**config.mk**
```make
export PLATFORM = sky130hd
export DESIGN_NAME = tlul_host_arb
export DESIGN_NICKNAME = d
export VERILOG_FILES = /design/src/rtl/tlul_host_arb.sv
export SDC_FILE = /design/constraint.sdc
export NUM_CORES = 1
export LEC_CHECK = 0
export CAP_MARGIN = 20
export CORE_AREA = 4 4 159 161
export DETAILED_ROUTE_END_ITERATION = 8
export DIE_AREA = 0 0 163 165
export GPL_TIMING_DRIVEN = 0
export PLACE_DENSITY_LB_ADDON = 0.1
export SETUP_SLACK_MARGIN = 0.2
export SLEW_MARGIN = 20
export SYNTH_ARGS = -nofsm -noshare
export SYNTH_HDL_FRONTEND = slang
export SYNTH_SLANG_ARGS = --single-unit
```
**constraint.sdc**
```tcl
create_clock -name clk_i -period 4.1 [get_ports clk_i]
set_input_delay 0.615 -clock clk_i [delete_from_list [all_inputs] [get_ports clk_i]]
set_output_delay 0.615 -clock clk_i [all_outputs]
set_load 0.01 [all_outputs]
```
**src/rtl/tlul_host_arb.sv**
```systemverilog
// tlul_host_arb: round-robin arbiter that shares one TL-UL device port among NumHosts hosts,
// with one transaction in flight at a time.
package tlul_pkg;
  localparam int TL_AW  = 32;
  localparam int TL_DW  = 32;
  localparam int TL_AIW = 8;
  localparam int TL_DBW = TL_DW / 8;
  typedef struct packed {
    logic              a_valid;
    logic [2:0]        a_opcode;
    logic [2:0]        a_param;
    logic [1:0]        a_size;
    logic [TL_AIW-1:0] a_source;
    logic [TL_AW-1:0]  a_address;
    logic [TL_DBW-1:0] a_mask;
    logic [TL_DW-1:0]  a_data;
    logic              d_ready;
  } tl_h2d_t;
  typedef struct packed {
    logic              d_valid;
    logic [2:0]        d_opcode;
    logic [2:0]        d_param;
    logic [1:0]        d_size;
    logic [TL_AIW-1:0] d_source;
    logic              d_sink;
    logic [TL_DW-1:0]  d_data;
    logic              d_error;
    logic              a_ready;
  } tl_d2h_t;
endpackage

module tlul_host_arb #(
  parameter int NumHosts = 2,
  parameter int IdxW = $clog2(NumHosts)
) (
  input  logic               clk_i,
  input  logic               rst_i,
  input  tlul_pkg::tl_h2d_t  host_tl_i [NumHosts],
  output tlul_pkg::tl_d2h_t  host_tl_o [NumHosts],
  output tlul_pkg::tl_h2d_t  dev_tl_o,
  input  tlul_pkg::tl_d2h_t  dev_tl_i,
  output logic [NumHosts-1:0] grant_o,
  output logic               busy_o
);
  typedef enum logic [1:0] {IDLE, REQ, RSP} state_e;
  state_e state_q;
  logic [IdxW-1:0] gnt_q, last_q, pick, idx;
  logic any_req;
  tlul_pkg::tl_h2d_t gnt_h2d;
  assign gnt_h2d = host_tl_i[gnt_q];
  assign busy_o = state_q != IDLE;
  assign grant_o = busy_o ? NumHosts'(1) << gnt_q : '0;
  // Descending scan so the requester nearest after last_q is the one left in pick.
  always_comb begin
    pick = '0;
    idx = '0;
    any_req = 1'b0;
    for (int k = NumHosts; k >= 1; k--) begin
      idx = IdxW'((int'(last_q) + k) % NumHosts);
      if (host_tl_i[idx].a_valid) begin
        pick = idx;
        any_req = 1'b1;
      end
    end
  end
  always_ff @(posedge clk_i) begin
    if (rst_i) begin
      state_q <= IDLE;
      gnt_q <= '0;
      last_q <= IdxW'(NumHosts - 1);
    end else begin
      case (state_q)
        IDLE: if (any_req) begin
          gnt_q <= pick;
          state_q <= REQ;
        end
        REQ: if (!gnt_h2d.a_valid) begin
          state_q <= IDLE;
          last_q <= gnt_q;
        end else if (dev_tl_i.a_ready) begin
          state_q <= RSP;
        end
        RSP: if (dev_tl_i.d_valid && gnt_h2d.d_ready) begin
          state_q <= IDLE;
          last_q <= gnt_q;
        end
        default: state_q <= IDLE;
      endcase
    end
  end
  always_comb begin
    dev_tl_o = (state_q == REQ) ? gnt_h2d : '0;
    dev_tl_o.d_ready = (state_q == RSP) && gnt_h2d.d_ready;
    for (int i = 0; i < NumHosts; i++) begin
      host_tl_o[i] = (state_q == RSP && gnt_q == IdxW'(i)) ? dev_tl_i : '0;
      host_tl_o[i].a_ready = state_q == REQ && gnt_q == IdxW'(i) && dev_tl_i.a_ready;
    end
  end
endmodule

```
# After elaboration in Yosys (flattened, before gate mapping)
# Cells that the tools add are included.
word_totals:
  register_bits: 4
  elab_cells: 58
classes:
  n_reduce_logical: 14
  n_mux: 25
  add_sub_neg: 2
  shift: 1
  bitwise: 4
  eq_ne: 6
  n_lt_le_gt_ge: 3
ops:
  columns: ["op", "n"]
  rows:
  - ["86-bit 2-to-1 mux", 10]
  - ["52-bit 2-to-1 mux", 2]
  - ["2-bit 2-to-1 mux", 5]
  - ["1-bit logical AND", 8]
  - ["2-bit greater-or-equal comparator, second input constant", 3]
  - ["1-bit 2-to-1 mux", 6]
  - ["2-bit != test, second input constant", 3]
  - ["1-bit inverter with 2-bit output", 3]
  - ["2-bit one-hot mux with 3 select lines", 1]
  - ["3-bit AND reduction", 2]
  - ["2-bit nonzero test", 2]
  - ["3-bit != test, second input constant", 1]
  - ["1-bit adder, second input constant", 2]
  - ["2-bit by 1-bit equality test with 1-bit output, second input constant", 1]
  - ["2-bit equality test, second input constant", 1]
  - ["2-bit logical NOT", 1]
  - ["1-bit one-hot mux with 2 select lines", 1]
  - ["2-bit AND reduction", 1]
  - ["1-bit by 1-bit << shifter with 2-bit output, first input constant", 1]
  - ["1-bit inverter", 1]

# Logic depth before layout (Yosys ltp)
depth:
  word_depth: 9
  ltp_mapped: 6
  mapped_depth_nobuf: 3

# Least setup slack after synthesis
# No wires, ideal clock.
synth_timing:
  kind: "register to output"
  startpoint: "reg gnt_q"
  endpoint: "out dev_tl_o[1] in the netlist's numbering"
  arrival_ns: 1.196
  slack_ns: 2.289
  stages_incl_launch_ff: 7
  n_path_buf: 3
  cell_sequence: "dfxtp_1 -> buf_4 -> inv_1 -> nor2_1 -> buf_2 -> buf_4 -> a22o_1"
synth_lines:
  columns: ["element", "line_no", "rtl"]
  rows:
  - ["start: declaration", "47", "logic [IdxW-1:0] gnt_q, last_q, pick, idx;"]
  - ["start signal: assignment", "74", "gnt_q <= pick;"]
  - ["end: declaration", "40", "output tlul_pkg::tl_h2d_t dev_tl_o,"]

==> metrics.md <==
| Metric | Value |
|---|---|
| Wire length per cell after detailed routing | 18.6 um |
| Mapped Avg Cell Area | 7.55 um2 |
| Core outline area | 24000 um2 |
| Sequential power share | 5.1% |
| Number of design rule violations left after detail routing | 0 |
| Final-layout setup total negative slack | 0 ns |
| Post-route fraction of the period consumed by the critical path | 76.8% |
| Net switching share of the total power | 31.7% |
| Setup Skew | 0.00111 ns |
| Worst IR drop on VDD | 77.6 uV |
| Number of sinks driven by the clock tree | 4 |
| Average vias per placed instance | 3.70 |
| Fill count | 2612 |
| Die Footprint | 26900 um2 |
| Number of buffers created by CTS | 3 |
| Number of hold buffers added after CTS | 0 |
| Reg area | 80.1 um2 |
| H-tree depth | 1 |
| Type of element capturing the critical path | primary output |
| HP Class | reg2reg |
| Power share of the clock group | 16.4% |
| Iteration-0 DRC count of the detailed router | 75 |
| Share of flip-flops with an asynchronous set or reset after synthesis | 0% |
| Switching power of the nets | 0.000298 W |
| Number of cells on the worst reg-to-reg path | 4 |
| Reg2Reg Capture Point | last_q$_SDFFE_PP1P_ |
| Max-Slew Margin vs Limit | 69.1% |
| Worst slack at placement | 1.05 ns |
| Routability cong. | 0.822 |
| Time the final worst path needs with I/O delays and setup | 3.15 ns |
| Launch point of the critical path | gnt_q$_SDFFE_PP0P_ |
| Post-detailed-placement half-perimeter wirelength | 17000 um |
| Post-synthesis instance area | 1930 um2 |
| Die span in x | 163 um |
| Setup slack after layout | 0.951 ns |
| Count of final setup violators | 0 |
| Vert. Die Dim | 165 um |
| Largest net degree at the start of global routing | 11 |
| Int Pwr | 0.000640 W |
| Final antenna-violating net count | 0 |
| DRT Wirelength | 18700 um |
| Yosys warning count | 0 |
| Total GRT Usage | 12.5% |
| Clock root buffer | sky130_fd_sc_hd__clkbuf_16 |
| Number of library cell types mapped by synthesis | 26 |
| Max-slew violation count | 0 |
| Endpoint of the worst setup timing path | dev_tl_o[70] |
| TritonCTS clock tree | built |
| Initial Utilization | 8.06% |
| Relative area change from synthesis to final layout | 242% |
| EDFF count, synth | 0 |
| Unrepaired setup endpoints after global routing | false |
| Worst setup path class | reg2out |
| Sum of overflow across all layers after global routing | 0 |
| Number of nets in the synthesized netlist | 482 |
| Multi-input gate area in the final layout | 1680 um2 |
| Total power density per cell area | 142 nW/um2 |
| Vias in the first global route | 4088 |
| Actual transition at the worst max-transition pin | 0.462 ns |
| Standard-cell rows | 57 |
| Number of failing hold endpoints at the final stage | 0 |
| F_max | 0.318 GHz |
| Count of nets after finishing | 905 |
| Post-CTS Setup Inserts | 0 |
| Drt pass-1 iters | 4 |
| Number of register bits inferred by synthesis | 4 |
| Worst EP required | 3.48 ns |
| Element type at the critical path start | register |
| Max Root-Sink Buffers | 2 |
| Logic gate share of total power | 78.5% |
| Clock transition at the register clock pins on the worst setup and hold paths after CTS | 0.03 ns |
| Synth Instances | 256 |
| Clock insertion delay at the later pin of the skew report | 0.23 ns |
| Top-level I/O count | 419 |
| Worst reg2reg setup slack | 2.78 ns |
| Part of the Yosys area used for sequential elements | 4.15% |
| Number of maximum-capacitance constraint violations | 0 |
| Max Fanout on Critical Path | 10 |
| Initial antenna violation count | 2 |
| Most instantiated flip-flop cell in the synthesis netlist | sky130_fd_sc_hd__dfxtp_1 |
| Crit Reg-Reg Startpoint | gnt_q$_SDFFE_PP0P_ |
| Vias | 3716 |
| Status | finished, final reports clean |
| Count of input and output buffers | 418 |
| Static leakage power | 2.46 nW |
| Number of gates given a new drive strength after cts | 0 |
| First-pass GRT wire length | 25600 um |
| Share of layout cells above drive strength 1 | 17.3% |
| Arrival time of data at the critical path endpoint | 2.53 ns |
-- synth_stat cells, drive strengths merged, types with 2 or more instances --
cell	number	area, um2
and2	101	751
a22o	84	736
buf	16	97.6
clkbuf	13	48.8
nor2	10	40.0
inv	6	22.5
nor3	5	25.0
dfxtp	4	80.1
a21oi	2	10.0
mux2i	2	20.0
nand2b	2	20.0
-- per-layer routing --
metal	vias to the layer above	track usage (%)	share of wire (%)	wire (um)
met5	-	0	0	0
met4	0	1.83	0.77	143
met3	9	5.62	13	2340
met2	251	26.4	57	10600
met1	1672	10.7	30	5620
li1	1784	-	-	-
-- flip-flops by register name (all words and copies together), names as in the netlist --
| register | flops |
|---|---|
| gnt_q | 1 |
| last_q | 1 |
| state_q | 2 |
-- critical path, stage by stage, from the launching register on --
cell and delay [ns]:
sky130_fd_sc_hd__dfxtp_1 0.29, sky130_fd_sc_hd__buf_4 0.17, sky130_fd_sc_hd__inv_1 0.14, sky130_fd_sc_hd__nor2_1 0.41, sky130_fd_sc_hd__buf_2 0.34, sky130_fd_sc_hd__buf_4 0.22
sky130_fd_sc_hd__a22o_1 0.17, sky130_fd_sc_hd__clkdlybuf4s50_1 0.56
-- final cells by class --
| class | count | area share (%) |
|---|---|---|
| Antenna cell | 2 | 0.0758 |
| Buffer | 29 | 2.22 |
| Sequential cell | 4 | 1.21 |
| Timing Repair Buffer | 418 | 63.4 |
| Clock buffer | 3 | 1.14 |
| Inverter | 6 | 0.341 |
| Multi-Input combinational cell | 217 | 25.5 |
| Tap cell | 324 | 6.14 |
-- stage by stage --
| stage | hold WS, ns | instance area (um2) | power, W | util (%) | instances |
|---|---|---|---|---|---|
| 2_1_floorplan | 0.478 | 1930 | 0.000293 | - | 256 |
| 3_3_place_gp | 0.505 | 6520 | 0.000790 | 27.2 | 998 |
| 3_5_place_dp | 0.517 | 6520 | 0.000794 | 27.2 | 998 |
| 4_1_cts | 0.526 | 6600 | 0.000953 | 27.5 | 1001 |
| 5_1_grt | 0.553 | 6600 | 0.000993 | 27.5 | 1003 |
| 6_report | 0.522 | 6600 | 0.000938 | 27.5 | 1003 |
-- logic make-up after synthesis --
logic type             share of synthesized area [%]
flip-flops                                      4.15
buffers and inverters                           8.74
AND/OR/NAND/NOR                                 44.0
multiplexers                                    1.62
AO/OA/AOI/OAI                                   41.5
-- how the worst min path moves through the flow --
stage,start,end,slack (ns),cells after the start
2_1_floorplan,last_q$_SDFFE_PP1P_,last_q$_SDFFE_PP1P_,0.48,2
3_3_place_gp,last_q$_SDFFE_PP1P_,last_q$_SDFFE_PP1P_,0.50,2
3_5_place_dp,last_q$_SDFFE_PP1P_,last_q$_SDFFE_PP1P_,0.52,2
4_1_cts,last_q$_SDFFE_PP1P_,last_q$_SDFFE_PP1P_,0.53,2
5_1_grt,last_q$_SDFFE_PP1P_,last_q$_SDFFE_PP1P_,0.55,2
6_report,last_q$_SDFFE_PP1P_,last_q$_SDFFE_PP1P_,0.52,2
-- placed cells by master (no fill, tap or decap), drive strengths merged --
cell type,netlist,final
o32ai,1,1
inv,6,6
nand3,1,1
dfxtp,4,4
mux2i,2,2
clkbuf,13,16
o21a,1,1
o31ai,1,1
nor2,10,10
a31oi,1,1
clkdlybuf4s50,0,418
a22o,84,84
o311a,1,1
mux2,1,1
nor3,5,5
buf,16,16
nor2b,1,1
diode,0,2
a21oi,2,2
nand2,1,1
a21o,1,1
and2,101,101
o21bai,1,1
nand2b,2,2
-- power by group through the flow --
stage	clock [W]	combinational [W]	sequential (W)
floorplan	0	0.000246	0.0000472
global route	0.000159	0.000786	0.0000483
global placement	0	0.000742	0.0000478
CTS	0.000157	0.000748	0.0000477
finish	0.000154	0.000736	0.0000477
detailed placement	0	0.000746	0.0000482
Power figures use the tool's default switching activity.
==> RTL change 1 (same settings) <==
The 3 states of `state_e` get a one-hot encoding in 3 bits.
--- a/src/rtl/tlul_host_arb.sv
+++ b/src/rtl/tlul_host_arb.sv
@@ -43,5 +43,5 @@
   output logic               busy_o
 );
-  typedef enum logic [1:0] {IDLE, REQ, RSP} state_e;
+  typedef enum logic [2:0] {IDLE = 3'b001, REQ = 3'b010, RSP = 3'b100} state_e;
   state_e state_q;
   logic [IdxW-1:0] gnt_q, last_q, pick, idx;
Behaviour: no difference found for any inputs over 4 cycles, from zero or initial values and one cycle with rst_i high; so few cycles prove little.
==> RTL change 1 against the unedited design <==
Setup slack better by 0.071 ns. Via count increased by 6.3%. Sequential share of layout area rose by 0.31 points. Sequential cell count increased by 1. Wire length up 11%. Final area fell by 0.45%. Synthesized area shrank 2.0%. Power is 29% lower. Largest power group unchanged.
==> RTL change 1: results (changes against the unedited design) <==
FF-to-FF path depth - 4 (unchanged)
clk_lat worst skew - 0.23 ns (about the same)
DP Wirelength - 18.7 mm (+9.9%)
Final Skew - 0.00361 ns (+0.00250 ns)
initial DRC count - 110 (+47%)
commonest cells in the netlist - and3_1, a22o_1, clkbuf_1
RePlAce Congestion - 0.773 (-6.0%)
routed len/inst - 20.5 microns (+10%)
layout cell share with drive strength beyond 1 - 0.0408 (-0.132)
Yosys warnings - 0 (unchanged)
Hold Path Class - reg2reg
FF-to-FF End - state_q[0]
initial antenna violation count - 3 (+1)
Layout Nets - 913 (+0.88%)
Clock Tree Buf Depth - 2 (unchanged)
clock transition at the registers of the reported paths - 0.04 ns
post-cts resize count - 0 (unchanged)
pre-CTS setup slack - 1.11 ns (+0.0644 ns)
Area after DPL - 6480 sq um (-0.59%)
Seq/Total Area, Yosys - 0.0529 (+0.0114)
first-pass GRT wire length - 28.0 mm (+9.5%)
worst reg2reg startpoint - gnt_q
number of setup buffers added after CTS - 0 (unchanged)
HP Start - last_q
final hold slack - 0.529 ns (+0.00662 ns)
1st-pass router iterations - 4 (unchanged)
Netlist cell types - 25 (-3.8%)
GRT Total Usage - 0.138 (+0.0132)
ys async rst share - 0 (unchanged)
Synth Net Count - 489 (+1.5%)
Hold Path End - last_q
DRT Wirelength - 20.8 mm (+11%)
status - finished clean
vias in the first global route - 4222 (+3.3%)
leakage power - 0.00272 uW (+11%)
Post-Syn Area per Cell - 7.20 sq um (-4.6%)
count of input and output buffers - 418 (unchanged)
Sw Pwr - 189 uW (-36%)
fill count - 2638 (+1.0%)
CTS Buf Count - 3 (unchanged)
final hold vios - 0 (unchanged)
max-slew headroom at the worst pin - 0.593 (-0.0974)
Clock Tree Root - clkbuf_16
Post-Place Cells - 1005 (+0.70%)
hold depth - 2 (unchanged)
largest net degree at the start of global routing - 11 (unchanged)
Vias - 3949 (+6.3%)
CP Data Arrival Time - 2.46 ns (-0.07 ns)
main flop type after synthesis - dfxtp_1
H-Tree Depth - 1 (unchanged)
peak supply drop - 0.0710 mV (-8.4%)
largest registers - state_q (3), gnt_q (1), last_q (1)
main area contributors after synthesis - a22o_1, and3_1, buf_4
Worst R2R Setup Slack - 2.34 ns (-0.44 ns)
RTL change 1: layout make-up:
type / instances / area, sq um / share of cell area
plain buffers: 40 / 209 / 0.0318
inverters: 2 / 7.51 / 0.00114
well taps: 324 / 405 / 0.0617
diodes: 2 / 5.00 / 0.000762
clock buffers: 4 / 78.8 / 0.0120
multi-input cells: 216 / 1580 / 0.240
flip-flops and latches: 5 / 100 / 0.0152
repair buffers: 419 / 4190 / 0.637
RTL change 1: worst max-delay path, stage by stage, from the launching register on:
cell	delay [ns]
dfxtp_1	0.36
nor3b_2	0.44
buf_2	0.31
clkbuf_1	0.33
and3_1	0.24
clkdlybuf4s50_1	0.54
RTL change 1: kinds of logic after synthesis:
family | share of synthesized area
AOI/OAI and AO/OA | 0.420
and+or+nand+nor | 0.397
DFF | 0.0529
buffers and inverters | 0.114
muxes | 0.0165
RTL change 1: power groups by stage:
stage	Clock (uW)	Combinational, uW	Sequential [uW]
2_1_floorplan	0	107	56.7
4_1_cts	169	446	57.5
3_5_place_dp	0	444	58.2
5_1_grt	170	472	58.3
3_3_place_gp	0	441	57.9
6_report	166	441	57.3
RTL change 1: worst max path at each step:
stage / from / endpoint / slack (ns)
6_report: state_q[2] / host_tl_o[98] / 1.02
3_3_place_gp: gnt_q / dev_tl_o[49] / 1.15
3_5_place_dp: gnt_q / dev_tl_o[49] / 1.11
5_1_grt: gnt_q / dev_tl_o[49] / 0.75
4_1_cts: gnt_q / dev_tl_o[49] / 0.86
2_1_floorplan: state_q[1] / dev_tl_o[1] / 2.12
RTL change 1: per-layer routing:
metal | vias up | global-route usage | wire length, microns
li1 | 1891 | - | -
met1 | 1800 | 0.141 | 7550
met2 | 250 | 0.258 | 10500
met3 | 8 | 0.0674 | 2570
met4 | 0 | 0.0225 | 182
met5 | - | 0 | 0
==> RTL change 2 (config.mk and constraints unchanged) <==
Made on the original files. The package constant `TL_AIW` goes from 8 to 9.
--- a/src/rtl/tlul_host_arb.sv
+++ b/src/rtl/tlul_host_arb.sv
@@ -4,5 +4,5 @@
   localparam int TL_AW  = 32;
   localparam int TL_DW  = 32;
-  localparam int TL_AIW = 8;
+  localparam int TL_AIW = 9;
   localparam int TL_DBW = TL_DW / 8;
   typedef struct packed {
Interface: changed (resized dev_tl_i, dev_tl_o, host_tl_i and host_tl_o); port bits go from 419 to 425. No check against the original RTL was run, so the function may have changed too.
==> RTL change 2 against the unedited design <==
Count of clock-buffer cells in the layout stayed put. Synthesized cell count is 1.2% higher. Wire length rose by 0.47%. Final area rose by 0.55%. Sequential cell count stayed put. Setup slack gained 0.15 ns. Power up 2.3%. Synthesized area down 1.9%. Critical path type unchanged.
==> RTL change 2: results (changes against the unedited design) <==
GR Util met2 - 0.240 (-0.0236)
comb_multi_in - 220 (+1.4%)
vias in the first global route - 4007 (-2.0%)
ys async rst share - 0 (unchanged)
leakage power - 0.00247 uW (+0.49%)
largest registers - state_q (2), gnt_q (1), last_q (1)
Layout Nets - 917 (+1.3%)
status - finished clean
Clock power frac - 0.160 (-0.004)
met3 Usage GRT - 0.0474 (-0.00873)
DP Wirelength - 17.1 mm (+0.45%)
peak supply drop - 0.101 mV (+30%)
GRT Total Usage - 0.124 (-0.000628)
Vias - 3758 (+1.1%)
CP Data Arrival Time - 2.39 ns (-0.14 ns)
clock transition at the registers of the reported paths - 0.03 ns (about the same)
initial antenna violation count - 9 (+7)
RePlAce Congestion - 0.766 (-6.7%)
clk_lat worst skew - 0.23 ns (about the same)
Sw Ratio - 0.317 (about the same)
Yosys warnings - 0 (unchanged)
met2 WL post-DR - 10.1 mm (-4.6%)
CP max stage cell - clkdlybuf4s50_1
Netlist cell types - 26 (unchanged)
main area contributors after synthesis - a22o_1, and2_1, dfxtp_1
initial DRC count - 60 (-20%)
total power - 960 uW (+2.3%)
Multi-input gate area - 1600 sq um (-5.2%)
Synth Net Count - 488 (+1.2%)
Worst Path Max Fanout - 10 (unchanged)
count of input and output buffers - 424 (+1.4%)
Ant. Diodes - 7 (+5)
top sig layer - met5
commonest cells in the netlist - and2_1, a22o_1, clkbuf_2
clock-cell share of area - 0.0113 (-0.0000622)
WL met1 - 6.53 mm (+16%)
1st-pass router iterations - 4 (unchanged)
buffer share of cell area - 0.669 (+0.0132)
routed len/inst - 18.5 microns (-0.92%)
layout cell share with drive strength beyond 1 - 0.0554 (-0.117)
Non-clk bufs - 453 (+1.3%)
grt met1 use - 0.126 (+0.0188)
CP peak stage delay - 0.58 ns (+0.02 ns)
main flop type after synthesis - dfxtp_1
fill count - 2601 (-0.42%)
WL met3 - 1.96 mm (-16%)
Final Skew - 0.00258 ns (+0.00147 ns)
Seq/Total Area, Yosys - 0.0422 (+0.000793)
Comb. pwr - 757 uW (+2.9%)
max-slew headroom at the worst pin - 0.662 (-0.0288)
first-pass GRT wire length - 25.7 mm (+0.27%)
RTL change 2: path summary, 6_finish.rpt:
check	cells past startpoint	end	startpoint	slack (ns)
max	6	host_tl_o[11]	gnt_q	1.10
min	2	last_q	last_q	0.52
min reg2reg	2	last_q	last_q	0.52
max reg2reg	4	last_q	gnt_q	2.68
RTL change 2: metrics by stage:
stage          cells  hold slack, ns   util  instance area [sq um]  setup slack [ns]
6_report        1017           0.520  0.277                   6640              1.10
5_1_grt         1015           0.606  0.277                   6630             0.951
4_1_cts         1010           0.521  0.276                   6620              1.03
3_5_place_dp    1007           0.525  0.273                   6550              1.27
3_3_place_gp    1007           0.506  0.273                   6550              1.31
2_1_floorplan    259           0.478      -                   1900              2.32
RTL change 2: tightest hold or removal path: stages (launching register included):
cell and delay [ns]:
dfxtp_1 0.31, nor2_1 0.05, mux2i_1 0.11
RTL change 2: cells by family after synthesis:
kind of cell,count (synthesis),share of synthesized area
simple gates,123,0.398
compound gates,94,0.427
buf+inv,35,0.116
flops,4,0.0422
mux,3,0.0165
